[src/rtl/instr_enc_pkg.sv]
// Shared RV32I encoding constants: instruction classes, opcodes, funct7 values and fixed words.
// Used by the instruction encoder and by the control_unit benches.
package instr_enc_pkg;

    typedef enum logic [3:0] {
        CLS_R      = 4'd0,
        CLS_I      = 4'd1,
        CLS_LOAD   = 4'd2,
        CLS_STORE  = 4'd3,
        CLS_BRANCH = 4'd4,
        CLS_LUI    = 4'd5,
        CLS_AUIPC  = 4'd6,
        CLS_JAL    = 4'd7,
        CLS_JALR   = 4'd8,
        CLS_EBREAK = 4'd9
    } instr_class_e;

    localparam logic [6:0] OPC_R      = 7'b0110011;
    localparam logic [6:0] OPC_I      = 7'b0010011;
    localparam logic [6:0] OPC_LOAD   = 7'b0000011;
    localparam logic [6:0] OPC_STORE  = 7'b0100011;
    localparam logic [6:0] OPC_BRANCH = 7'b1100011;
    localparam logic [6:0] OPC_LUI    = 7'b0110111;
    localparam logic [6:0] OPC_AUIPC  = 7'b0010111;
    localparam logic [6:0] OPC_JAL    = 7'b1101111;
    localparam logic [6:0] OPC_JALR   = 7'b1100111;
    localparam logic [6:0] OPC_SYSTEM = 7'b1110011;

    localparam logic [6:0] F7_BASE = 7'b0000000;
    localparam logic [6:0] F7_ALT  = 7'b0100000;

    localparam logic [31:0] NOP_WORD    = 32'h0000_0013;
    localparam logic [31:0] EBREAK_WORD = 32'h0010_0073;

    typedef struct packed {
        logic        err;
        logic [31:0] instr;
    } enc_word_t;

    // Signed range test on a raw 32-bit immediate.
    function automatic logic in_range(input logic [31:0] value, input int lo, input int hi);
        return ($signed(value) >= lo) && ($signed(value) <= hi);
    endfunction

endpackage

[src/rtl/enc_fifo2.sv]
// Two-entry valid/ready FIFO holding encoded words with their error flag.
module enc_fifo2
    import instr_enc_pkg::*;
(
    input  logic      clk,
    input  logic      rst_n,
    input  logic      push_valid,
    output logic      push_ready,
    input  enc_word_t push_data,
    output logic      pop_valid,
    input  logic      pop_ready,
    output enc_word_t pop_data
);

    enc_word_t  mem_q [2];
    enc_word_t  mem_d [2];
    logic       wr_ptr_q, wr_ptr_d;
    logic       rd_ptr_q, rd_ptr_d;
    logic [1:0] count_q, count_d;
    logic       push, pop;

    assign push_ready = (count_q != 2'd2);
    assign pop_valid  = (count_q != 2'd0);
    assign push       = push_valid & push_ready;
    assign pop        = pop_valid & pop_ready;

    // An empty FIFO presents zero so no stale word is visible after a flush.
    assign pop_data = pop_valid ? mem_q[rd_ptr_q] : '0;

    always_comb begin
        mem_d    = mem_q;
        wr_ptr_d = wr_ptr_q ^ push;
        rd_ptr_d = rd_ptr_q ^ pop;
        count_d  = count_q + {1'b0, push} - {1'b0, pop};
        if (push) begin
            mem_d[wr_ptr_q] = push_data;
        end
    end

    always_ff @(posedge clk or negedge rst_n) begin
        if (!rst_n) begin
            mem_q[0] <= '0;
            mem_q[1] <= '0;
            wr_ptr_q <= 1'b0;
            rd_ptr_q <= 1'b0;
            count_q  <= 2'd0;
        end else begin
            mem_q    <= mem_d;
            wr_ptr_q <= wr_ptr_d;
            rd_ptr_q <= rd_ptr_d;
            count_q  <= count_d;
        end
    end

endmodule

[src/rtl/instr_encoder.sv]
// RV32I instruction encoder: combinational encode and legality check, buffered through a
// two-entry FIFO, with accepted-word and illegal-request counters.
module instr_encoder
    import instr_enc_pkg::*;
#(
    parameter int CNT_W = 16
) (
    input  logic             clk,
    input  logic             rst_n,
    input  logic             in_valid,
    output logic             in_ready,
    input  logic [3:0]       in_class,
    input  logic [2:0]       in_funct3,
    input  logic             in_alt,
    input  logic [4:0]       in_rd,
    input  logic [4:0]       in_rs1,
    input  logic [4:0]       in_rs2,
    input  logic [31:0]      in_imm,
    output logic             out_valid,
    input  logic             out_ready,
    output logic [31:0]      out_instr,
    output logic             out_err,
    output logic [CNT_W-1:0] word_cnt,
    output logic [7:0]       err_cnt
);

    logic             legal;
    logic [31:0]      word;
    logic [6:0]       f7;
    logic             fits12;
    enc_word_t        enc_word;
    enc_word_t        fifo_out;
    logic             fifo_push_ready;
    logic             accept;
    logic             ready_q, ready_d;
    logic [CNT_W-1:0] word_cnt_q, word_cnt_d;
    logic [7:0]       err_cnt_q, err_cnt_d;

    assign f7     = in_alt ? F7_ALT : F7_BASE;
    assign fits12 = in_range(in_imm, -2048, 2047);

    always_comb begin
        legal = 1'b0;
        word  = NOP_WORD;
        case (instr_class_e'(in_class))
            CLS_R: begin
                legal = !in_alt || (in_funct3 == 3'b000) || (in_funct3 == 3'b101);
                word  = {f7, in_rs2, in_rs1, in_funct3, in_rd, OPC_R};
            end
            CLS_I: begin
                if ((in_funct3 == 3'b001) || (in_funct3 == 3'b101)) begin
                    legal = (in_imm[31:5] == '0) && (!in_alt || (in_funct3 == 3'b101));
                    word  = {f7, in_imm[4:0], in_rs1, in_funct3, in_rd, OPC_I};
                end else begin
                    legal = fits12;
                    word  = {in_imm[11:0], in_rs1, in_funct3, in_rd, OPC_I};
                end
            end
            CLS_LOAD: begin
                legal = (in_funct3 <= 3'b010) && fits12;
                word  = {in_imm[11:0], in_rs1, in_funct3, in_rd, OPC_LOAD};
            end
            CLS_STORE: begin
                legal = (in_funct3 <= 3'b010) && fits12;
                word  = {in_imm[11:5], in_rs2, in_rs1, in_funct3, in_imm[4:0], OPC_STORE};
            end
            CLS_BRANCH: begin
                legal = (in_funct3[1] == 1'b0) && (in_funct3 != 3'b010) && (in_funct3 != 3'b011)
                        && !in_imm[0] && in_range(in_imm, -4096, 4094);
                word  = {in_imm[12], in_imm[10:5], in_rs2, in_rs1, in_funct3,
                         in_imm[4:1], in_imm[11], OPC_BRANCH};
            end
            CLS_LUI: begin
                legal = (in_imm[11:0] == '0);
                word  = {in_imm[31:12], in_rd, OPC_LUI};
            end
            CLS_AUIPC: begin
                legal = (in_imm[11:0] == '0);
                word  = {in_imm[31:12], in_rd, OPC_AUIPC};
            end
            CLS_JAL: begin
                legal = !in_imm[0] && in_range(in_imm, -1048576, 1048574);
                word  = {in_imm[20], in_imm[10:1], in_imm[11], in_imm[19:12], in_rd, OPC_JAL};
            end
            CLS_JALR: begin
                legal = (in_funct3 == 3'b000) && fits12;
                word  = {in_imm[11:0], in_rs1, 3'b000, in_rd, OPC_JALR};
            end
            CLS_EBREAK: begin
                legal = 1'b1;
                word  = EBREAK_WORD;
            end
            default: begin
                legal = 1'b0;
                word  = NOP_WORD;
            end
        endcase
    end

    assign enc_word.err   = !legal;
    assign enc_word.instr = legal ? word : NOP_WORD;

    // ready_q keeps in_ready low through reset and for the edge that releases it.
    assign in_ready = ready_q & fifo_push_ready;
    assign accept   = in_valid & in_ready;

    enc_fifo2 u_fifo (
        .clk        (clk),
        .rst_n      (rst_n),
        .push_valid (in_valid & ready_q),
        .push_ready (fifo_push_ready),
        .push_data  (enc_word),
        .pop_valid  (out_valid),
        .pop_ready  (out_ready),
        .pop_data   (fifo_out)
    );

    assign out_instr = fifo_out.instr;
    assign out_err   = fifo_out.err;

    always_comb begin
        ready_d    = 1'b1;
        word_cnt_d = word_cnt_q;
        err_cnt_d  = err_cnt_q;
        if (accept) begin
            word_cnt_d = word_cnt_q + CNT_W'(1);
            if (enc_word.err && (err_cnt_q != 8'hFF)) begin
                err_cnt_d = err_cnt_q + 8'd1;
            end
        end
    end

    always_ff @(posedge clk or negedge rst_n) begin
        if (!rst_n) begin
            ready_q    <= 1'b0;
            word_cnt_q <= '0;
            err_cnt_q  <= '0;
        end else begin
            ready_q    <= ready_d;
            word_cnt_q <= word_cnt_d;
            err_cnt_q  <= err_cnt_d;
        end
    end

    assign word_cnt = word_cnt_q;
    assign err_cnt  = err_cnt_q;

endmodule

[config.mk]
export PLATFORM = sky130hd
export DESIGN_NAME = instr_encoder
export DESIGN_NICKNAME = d
export VERILOG_FILES = /design/src/rtl/instr_enc_pkg.sv /design/src/rtl/enc_fifo2.sv /design/src/rtl/instr_encoder.sv
export SDC_FILE = /design/constraint.sdc
export NUM_CORES = 1
export LEC_CHECK = 0
export CORE_MARGIN = 2
export CORE_UTILIZATION = 47
export DETAILED_ROUTE_END_ITERATION = 6
export PLACE_DENSITY_LB_ADDON = 0.2
export SYNTH_ARGS = -nofsm -noshare
export SYNTH_HDL_FRONTEND = slang
export SYNTH_SLANG_ARGS = --single-unit
[constraint.sdc]
create_clock -name clk -period 2.3 [get_ports clk]
set_input_delay 0.23 -clock clk [delete_from_list [all_inputs] [get_ports clk]]
set_output_delay 0.23 -clock clk [all_outputs]
set_load 0.005 [all_outputs]
==> qor.txt <==
status - complete, no violations
synthesized area per cell - 8.70 um^2
fmax - 0.441 GHz
worst-skew pair later-pin latency - 0.34 ns
PD cells - 793 nW/um^2
largest area contributor in the netlist - dfrtp_1
synth top area cells - dfrtp_1 42%, mux2i_1 6.9%, nand2_1 6.1%
Synth warnings - 0
Slew Viols, Final - 0
syn nets - 697
Main synth FF type - dfrtp_1
Worst Path Class, Setup - in -> reg
CP required - 2.55 ns
Syn Inst Count - 632
async set or reset register ratio after synthesis - 1.00
total grt overflow - 0
Clk pwr share - 0.273
Via-to-Cell Ratio - 5.50
GRT Overall Usage - 0.231
final core occ - 0.679
crit path DAT - 2.52 ns
fin area - 7750 um^2
Worst IR Drop VDD - 0.760 mV
crit-path max FO - 7
final cell count without fillers - 935
largest net degree at the start of global routing - 94
Pre-Repair DR Iteration Count - 7
final worst slack - 0.0303 ns
Slew headroom - 0.633
die height - 112 um
Placeable Area - 11,400 um^2
I/O Buffers - 117
Antenna Diode Count - 0
drt initial violations - 381
drt total wl - 15,000 um
Vias - 5,139
antenna viol nets, final - 0
Internal - 4.21 mW
H-tree depth - 3
Hold Slack - 0.465 ns
Worst R2R Start - u_fifo.count_q[1]
unrepaired setup endpoints after global routing - true
placed cells - 914
layout filler cell count - 896
FF-to-FF setup slack - 0.35 ns
Seq pwr share - 0.362
Syn Std Cell Area - 5500 um^2
worst-margin pin slew - 0.546 ns
Final Hold Viols - 0
Avg WL per Cell - 16.0 um
Initial Util - 0.482
total CTS buffers - 9
initial antenna violation count - 0
Clock Pin Slew Worst Setup and Hold Paths - 0.06 ns
final period utilization - 0.987
most used cell, CP - nor4_2
layout cells sized above 1 - 0.160
Yosys cell types - 53
FF-to-FF End - err_cnt[7]
CP Buf/Inv Count - 3
Top Ports - 118
delay-heaviest family, CP - simple AND/OR/NAND/NOR gates
total power - 6.15 mW
vias in the first global route - 4,874
min Tclk post-route - 2.27 ns
Die W - 112 um
share of the synthesized area in the top cell type - 0.423
Max Cap Viol - 0
post-place setup slack - -0.602 ns
global-route wire length before repair - 23,700 um
# DRC - 0
Sink Count - 93
CTS root buffer - clkbuf_16
R2R depth - 6
CTS tree - yes
TNS Setup - 0 ns
Net Sw Power - 1.94 mW
leak pwr - 3.38 nW
commonest cells in the netlist - 93 x dfrtp_1, 90 x nand2_1, 73 x inv_1, 54 x o22ai_1, 44 x nor2_1
Max Root-Sink Buffers - 2
number of flops mapped to enable cells by yosys - 0
num rows - 39
synthesized flop and latch total - 93
dpl hpwl - 10,900 um
die area - 12,600 um^2
count leader, synth - dfrtp_1
Area after DPL - 7220 um^2
nets - 852
Comb pwr share - 0.364
max incr delay on CP - 0.49 ns
sequential area share after synthesis - 0.423
CP cell instances - clkdlybuf4s50_1 > nor4_2 > nand3_2 > nor4_2 > a2bb2oi_2 > buf_6 > nor2_4 > buf_4 > o32ai_2
Worst Hold Class - in -> async
final RePlAce weighted congestion - 0.999
sw frac - 0.316
Finish-stage setup viols - 0
Area Overhead vs Synth - 40.9%
Crit-path slowest cell - clkdlybuf4s50_1
Worst Setup Start Kind - input pin
Worst Clk Skew - 0.00483 ns
nature of the critical path endpoint - flop
## worst max path at each step
stage               slack (ns)  cells after the start                to         start
finish                    0.03                      9  u_fifo.mem_q[47]    in_imm[31]
global route             -0.08                      9  u_fifo.mem_q[47]    in_imm[31]
CTS                     -0.009                      7        err_cnt[1]  in_funct3[1]
detailed placement       -0.60                      7  u_fifo.mem_q[12]     in_imm[6]
global placement         -0.46                      8  u_fifo.mem_q[18]   in_class[3]
floorplan                 0.09                      9        err_cnt[1]   in_class[0]
## registers in the layout (all words and copies together), names as in the netlist
| register | flops |
|---|---|
| err_cnt | 8 |
| ready_q | 1 |
| u_fifo.mem_q | 64 |
| u_fifo.rd_ptr_q | 1 |
| u_fifo.wr_ptr_q | 1 |
| u_fifo.count_q | 2 |
| word_cnt | 16 |
## routing by layer
metal	global-route usage	wire [um]
met1	0.302	6640
met2	0.388	7290
met3	0.0335	679
met4	0.0943	377
met5	0	0
## tightest hold or removal path, delay by kind of cell
kind     cells  cell delay [ns]
buf+inv      3             1.00
## cells by family (layout without fill, tap and decap cells)
kind of cell	Yosys count	after routing	synth area share
AND/OR/NAND/NOR	213	214	0.180
multiplexers	48	48	0.0896
flip-flops	93	93	0.423
other	1	1	0.000682
AO/OA/AOI/OAI	125	125	0.162
buffers and inverters	119	278	0.0876
adder cells (fa/ha/maj)	6	6	0.0136
XOR/XNOR	27	27	0.0430
## cell usage in the layout (no fill, tap or decap), types with 4 or more instances in the layout
cell,n
nor4_2,6
ha_1,4
mux2i_1,38
mux2_2,10
nand2b_1,6
dfrtp_1,92
a221oi_1,5
o32ai_1,4
dlymetal6s2s_1,5
a22o_1,16
a21oi_1,5
o221ai_1,4
nand3_1,17
a31oi_1,5
o22ai_1,54
nor2_1,43
nor3_1,4
buf_6,4
nor2b_1,5
clkdlybuf4s50_1,111
buf_12,5
and3_1,5
o21ai_0,12
buf_4,62
inv_1,73
xnor2_1,15
xor2_1,11
clkbuf_16,9
nand2_1,90
nand4_1,9
## repair_timing
item,4_1_cts,5_1_grt
resized for setup,3,27
pin swaps,1,5
cloned,1,0
buffers inserted,2,1
hold buffers,1,0
hold endpoints to repair,93,0
endpoints found under the setup margin,67,43
## final cells by class
type / instances / area (um^2) / area share
clock buffer: 9 / 225 / 0.0291
clock inverter: 7 / 114 / 0.0147
multi-input combinational: 421 / 2830 / 0.365
inverter: 74 / 278 / 0.0358
timing repair buffer: 188 / 1790 / 0.231
sequential: 93 / 2330 / 0.300
tap: 143 / 179 / 0.0231
## power by group through the flow
stage                     combinational, mW  clock, mW  sequential, mW
after detailed placement               2.21          0            2.26
after global placement                 2.15          0            2.23
after floorplan                        1.21          0            2.18
after global routing                   2.43       1.76            2.28
after CTS                              2.23       1.70            2.23
final                                  2.24       1.68            2.23
Note: power is estimated with default switching activity, not from simulation.
